`config.mk`:
```
export PLATFORM = sky130hd
export DESIGN_NAME = seq_multiplier
export DESIGN_NICKNAME = d
export VERILOG_FILES = /design/src/rtl/seq_multiplier.sv
export SDC_FILE = /design/constraint.sdc
export NUM_CORES = 1
export LEC_CHECK = 0
export BUFFER_PORTS_ARGS = -buffer_cell sky130_fd_sc_hd__buf_2
export CORE_UTILIZATION = 45
export DETAILED_ROUTE_END_ITERATION = 16
export GPL_ROUTABILITY_DRIVEN = 0
export PLACE_DENSITY = 0.66
export SYNTH_ARGS = -nofsm -noshare
export SYNTH_HDL_FRONTEND = slang
export SYNTH_SLANG_ARGS = --single-unit
```
`constraint.sdc`:
```
create_clock -name clock -period 3.7 [get_ports clock]
set_input_delay 0.555 -clock clock [delete_from_list [all_inputs] [get_ports clock]]
set_output_delay 0.555 -clock clock [all_outputs]
set_load 0.01 [all_outputs]
```
`src/rtl/seq_multiplier.sv`:
```
// Sequential shift-and-add multiplier, one multiplier bit per CALC cycle.
// Ports: clock, reset (sync, high), start, multiplicand, multiplier ->
//        product (held result), done (1-cycle pulse), busy (CALC/DONE).
// Optional feature macro: SEQ_MULTIPLIER_SIGNED_EN (two's complement operands).
module seq_multiplier #(
  parameter int MCAND_WIDTH  = 32,
  parameter int MPLIER_WIDTH = 32
) (
  input  logic                                clock,
  input  logic                                reset,
  input  logic                                start,
  input  logic [MCAND_WIDTH-1:0]              multiplicand,
  input  logic [MPLIER_WIDTH-1:0]             multiplier,
  output logic [MCAND_WIDTH+MPLIER_WIDTH-1:0] product,
  output logic                                done,
  output logic                                busy
);

  localparam int PW = MCAND_WIDTH + MPLIER_WIDTH;
  localparam int CW = $clog2(MPLIER_WIDTH + 1);

  typedef enum logic [1:0] {
    IDLE   = 2'd0,
    CALC   = 2'd1,
    DONE_S = 2'd2
  } state_t;

  state_t state_q, state_d;

  logic [PW-1:0]           mcand_q;
  logic [MPLIER_WIDTH-1:0] mplier_q;
  logic [PW-1:0]           acc_q;
  logic [CW-1:0]           count_q;

  logic [MCAND_WIDTH-1:0]  a_mag;
  logic [MPLIER_WIDTH-1:0] b_mag;
  logic [PW-1:0]           sum;
  logic [PW-1:0]           result;
  logic                    zero_op;
  logic                    last;

`ifdef SEQ_MULTIPLIER_SIGNED_EN
  logic neg_q;
  logic neg_d;

  // Magnitude of the most negative value wraps to itself, which is the
  // correct unsigned magnitude 2^(W-1).
  always_comb begin
    a_mag = multiplicand[MCAND_WIDTH-1] ? -multiplicand : multiplicand;
    b_mag = multiplier[MPLIER_WIDTH-1] ? -multiplier : multiplier;
    neg_d = multiplicand[MCAND_WIDTH-1] ^ multiplier[MPLIER_WIDTH-1];
  end
`else
  always_comb begin
    a_mag = multiplicand;
    b_mag = multiplier;
  end
`endif

  always_comb begin
    zero_op = (multiplicand == '0) || (multiplier == '0);
    last    = (count_q == CW'(1));
    sum     = acc_q + (mplier_q[0] ? mcand_q : '0);
`ifdef SEQ_MULTIPLIER_SIGNED_EN
    result  = neg_q ? -sum : sum;
`else
    result  = sum;
`endif
  end

  always_comb begin
    state_d = IDLE;
    unique case (state_q)
      IDLE: begin
        state_d = IDLE;
        if (start)
          state_d = zero_op ? DONE_S : CALC;
      end
      CALC:    state_d = last ? DONE_S : CALC;
      DONE_S:  state_d = IDLE;
      default: state_d = IDLE;
    endcase
  end

  always_ff @(posedge clock) begin
    if (reset)
      state_q <= IDLE;
    else
      state_q <= state_d;
  end

  always_ff @(posedge clock) begin
    if (reset) begin
      product  <= '0;
      mcand_q  <= '0;
      mplier_q <= '0;
      acc_q    <= '0;
      count_q  <= '0;
`ifdef SEQ_MULTIPLIER_SIGNED_EN
      neg_q    <= 1'b0;
`endif
    end else begin
      case (state_q)
        IDLE: begin
          if (start) begin
            if (zero_op) begin
              product <= '0;
            end else begin
              mcand_q  <= {{MPLIER_WIDTH{1'b0}}, a_mag};
              mplier_q <= b_mag;
              acc_q    <= '0;
              count_q  <= CW'(MPLIER_WIDTH);
`ifdef SEQ_MULTIPLIER_SIGNED_EN
              neg_q    <= neg_d;
`endif
            end
          end
        end
        CALC: begin
          acc_q    <= sum;
          mcand_q  <= mcand_q << 1;
          mplier_q <= mplier_q >> 1;
          count_q  <= count_q - CW'(1);
          if (last)
            product <= result;
        end
        default: ;
      endcase
    end
  end

  always_comb begin
    done = (state_q == DONE_S);
    busy = (state_q != IDLE);
  end

endmodule

```
* After elaboration in Yosys (flattened, before gate mapping)
Index checks and enable logic that the tools add are counted.
Operators by class: add/subtract/negate cells 2, equality and inequality tests 7, multiplexer cells 21, reduce and logical (&&, ||, !) cells 8
Operators with widths (number):
- two-way mux 64 bit | 8
- one-hot mux 64 bit (2 select lines) | 3
- adder 64 bit | 1
- logical NOT 32 bit | 2
- two-way mux 32 bit | 2
- one-hot mux 32 bit (2 select lines) | 1
- two-way mux 6 bit | 2
- one-hot mux 6 bit (2 select lines) | 1
- != test 2 bit (second input constant) | 4
- == test 6 x 1 -> 1 bit (second input constant) | 1
- two-way mux 2 bit | 3
- subtractor 6 x 1 -> 6 bit (second input constant) | 1
- one-hot mux 2 bit (2 select lines) | 1
- AND reduction 4 bit | 1
- nonzero test 2 bit | 2
- AND reduction 3 bit | 1
- == test 2 x 1 -> 1 bit (second input constant) | 1
- == test 2 bit (second input constant) | 1
- logical NOT 2 bit | 1
- logical OR 1 bit | 1
Word-level totals: bits in registers 232, bits of input ports 67, output and inout bits 66, word-level logic and storage cells 44

* Depth between registers and ports, before layout
depth after elaboration 5, gate-level depth with buffers 16

* Worst setup path before layout
OpenSTA, ideal clock, no wires.
path type flip-flop to flip-flop, start point register mplier_q[0], end point register acc_q[60], setup time 0.117 ns, arrival 3.356 ns, required time 3.583 ns, path slack 0.227 ns, stages on the path, launching flop included 16, buffers on the path 2, period minus slack after synthesis 3.473 ns, cell sequence dfxtp_1 clkbuf_1 clkbuf_1 nand2_1 fa_1 nor2b_1 o31a_1 o211ai_1 o21a_1 o41ai_4 a21oi_1 o21ba_2 o21bai_1 a21oi_1 xnor2_1 a22o_1
Between the ends: longest elaborated chain between the ends 3
RTL lines:
- start, declared | RTL line 31 | logic [MPLIER_WIDTH-1:0] mplier_q;
- start signal, assigned | RTL line 110 | mplier_q <= b_mag;
- start signal, assigned | RTL line 122 | mplier_q <= mplier_q >> 1;
- two-way mux 64 bit | RTL line 63 | sum = acc_q + (mplier_q[0] ? mcand_q : '0);
- adder 64 bit | RTL line 63
- one-hot mux 64 bit (2 select lines) | RTL line 103 | case (state_q)
- end signal, assigned | RTL line 120 | acc_q <= sum;
- end, declared | RTL line 32 | logic [PW-1:0] acc_q;
No other way between the ends. A chain may end at the register's enable or synchronous reset.

* Worst setup path in the final report
start point register mplier_q[0], end point register acc_q[59]
Same word-level chain as after synthesis.

==> impl_results.md <==
* Worst path most repeated cell: nand2_1
* Total power at 5960 uW
* I/O Buffers at 132
* Critical Path, Cell by Cell: buf_8, and2_1, ha_1, nand2_1, or3_1, o21ai_0, nand4b_1, a21oi_1, o211ai_1, nand2_1, a31oi_1, xnor2_1, a22o_1
* CP endpoint kind: flop
* CP max FO at 32
* Layout filler cell count at 2721
* Final Worst Setup Slack at 162 ps
* Root Driver: clkbuf_16
* Non-filler cells, final at 2095
* Share of layout cells above drive strength 1 at 14.4%
* Status: finished, final reports clean
* Pwr dens at 406 nW/um2
* Largest family of logic cells by synthesized area: compound AO/OA/AOI/OAI gates
* VDD IR max at 0.000289 V
* Synth async-reset ratio at 0%
* Worst endpoint required time at 4120 ps
* CTS sink cnt at 232
* Post-synth cell types at 66
* Pleak at 0.00636 uW
* Post-Syn Nets at 1751
* FMAX at 283 MHz
* Slowest stage delay, CP at 410 ps
* Yosys top cell area share at 36.5%
* Hold Path Class: in -> reg
* Seq. cell area at 4640 um2
* Worst EP arrival at 3960 ps
* Fin crit share at 95.6%
* Area occupied by multi-input gates at 7610 um2
* Max-slew violations at 0
* Simple-gate portion of the synthesized area at 23.1%
* Die height at 170 um
* Syn Inst Count at 1618
* Die ar. at 28900 um2
* First-pass GRT wire length at 55.3 mm
* Critical path's top delay family: compound AO/OA/AOI/OAI gates
* Synth Flop Type: dfxtp_1
* Worst path slowest cell: or3_1
* Mapped Area at 12700 um2
* Total GRT Usage at 23.3%
* TNS Setup at 0 ps
* Most common cell in the synthesized netlist: nand2_1
* CTS Buf Count at 27
* Remaining antenna violation count after routing at 0
* DRC viols at 0
* Number of inserted diodes at 0
* Maximum root-to-sink buffer count at 3
* Post-Place Cells at 2045
* Layout area overhead at 15.6%
* Final min period at 3540 ps
* Htree depth at 1
* Drt wl/cell at 16.2 um
* Largest net degree at the start of global routing at 134
* R2R setup slack at 160 ps
* GRT Residual Overflow at 0
* Synthesis-stage register bit count at 232
* Via density at 5.62
* Clk_lat worst skew at 540 ps
* Min Hold Slack at 278 ps
* Crit start category: flop
* Crit path buffers/inverters at 1
* DRT Pass-1 Iters at 5
* Critical path class: reg -> reg
* Clock slew at reported path FFs at 60 ps
* Starting Density at 45.8%
* Commonest cells post-synth: 279 x nand2_1, 232 x dfxtp_1, 171 x nor2_1
* Nets at 1830
* Routed vias at 11800
* Slew @ Worst Pin at 1060 ps
* Max Cap Viol at 0
* Final Hold Fails at 0
* Synth Area in XOR/XNOR at 4.55%
* Mux cell area share after synthesis at 0.236%
* Dpl ws at 134 ps
* Number of global-route vias before repair at 10900
* Register area share after synthesis at 36.5%
* Worst slew margin at 29.2%
* CORE AREA at 27800 um2
* Post-DP HPWL at 24.4 mm
* Post-synth EDFFs at 0
* RSZ-0062 raised after global routing: no
* CTS tree: built
* Mean Syn Cell Area at 7.86 um2
* DIE WIDTH at 170 um
* Synth Area in Adders at 6.55%
* Iteration-0 DRC Markers at 795
* Initial antenna violation count at 0
* WL final at 33.9 mm
* CTS Hold Bufs at 0
* Ranking of synthesized cells by area: dfxtp_1 37%, nand2_1 8.2%, a21oi_1 6.7%
* Ys Warns at 0
* Setup Viol. Count Final at 0
* Setup Skew at 13.3 ps
* Cell taking the most area after synthesis: dfxtp_1
* Synth Area in Compound Gates at 24.9%
* # rows at 61
* Ports at 133
-- sequential cells by signal, summed over array words and instances, names as in the netlist --
signal	cells
product	64
acc_q	64
state_q	2
mcand_q	64
mplier_q	32
count_q	6
-- metrics by stage --
| step | utilization [%] | area, um2 |
|---|---|---|
| global route | 52.9 | 14700 |
| CTS | 52.8 | 14700 |
| finish | 52.9 | 14700 |
| detailed placement | 49.5 | 13700 |
| global placement | 49.5 | 13700 |
| floorplan | - | 12700 |
-- routing by layer --
metal	vias to the layer above	track usage [%]	share of wire (%)
met1	5519	32.4	48
met2	316	37.2	44
met4	0	6.15	2.4
li1	5883	-	-
met3	55	3.70	5.8
met5	-	0	0
-- cells by family (layout without fill, tap and decap cells) --
family                     after synthesis  in the layout
adders and majority gates               66             66
AOI/OAI and AO/OA                      454            454
xor gates and xnor gates                66             66
muxes                                    3              3
DFF                                    232            232
buffers and inverters                  140            239
and+or+nand+nor                        657            657
-- worst register-to-register path: cells and delay by family, from the launching register on --
kind	cells	cell delay, ps
AO/OA/AOI/OAI	5	1290
XOR/XNOR	1	180
adder cells (fa/ha/maj)	1	350
buffers and inverters	1	180
flip-flops	1	340
AND/OR/NAND/NOR	5	1100
-- path summary, 6_finish.rpt --
path,from,end,cells after the start
setup reg to reg,mplier_q[0],acc_q[59],13
hold reg to reg,acc_q[5],acc_q[5],2
setup / recovery,mplier_q[0],acc_q[59],13
hold / removal,multiplier[31],mplier_q[31],3
-- where the power goes --
part           switching (uW)  internal (uW)  total [uW]  leakage (uW)
clock network            1070           1640        2710      0.000434
registers                65.4           2600        2660       0.00188
logic                     396            197         593       0.00405
total                    1530           4430        5960       0.00636
-- final cells by class --
cell class	count	share of cell area, %
repair buffers	169	6.71
multi-input cells	1246	51.8
flip-flops and latches	232	31.6
well taps	378	3.22
clock buffers	41	5.50
inverters	21	0.536
clock inverters	8	0.681
-- placed cells by master, fill, tap and decap left out, types with 4 or more instances in the layout --
cell type   count
and2_1         67
buf_4          34
clkbuf_1        6
a22oi_1         6
or2_2           4
nand4_1        22
nor4_1         22
a21oi_1       168
clkbuf_8        8
or3b_2          4
o21ai_0        33
xnor2_1        41
a22o_1         60
nor3_1         13
and3_1          6
a311oi_1       62
nand3_1        46
clkinvlp_4      4
o21a_1         10
a21o_1         49
nor2_1        168
nand2_1       279
dfxtp_1       232
a31oi_1         6
clkbuf_16      27
ha_1           65
buf_2         131
o21bai_1       19
xor2_1         24
inv_1          20
-- what timing repair did --
item | 4_1_cts | 5_1_grt
endpoints found under the hold margin | 0 | 0
gates resized for setup | 0 | 8
setup buffers | 0 | 1
setup endpoints to repair | 0 | 20
Power figures use the tool's default switching activity.
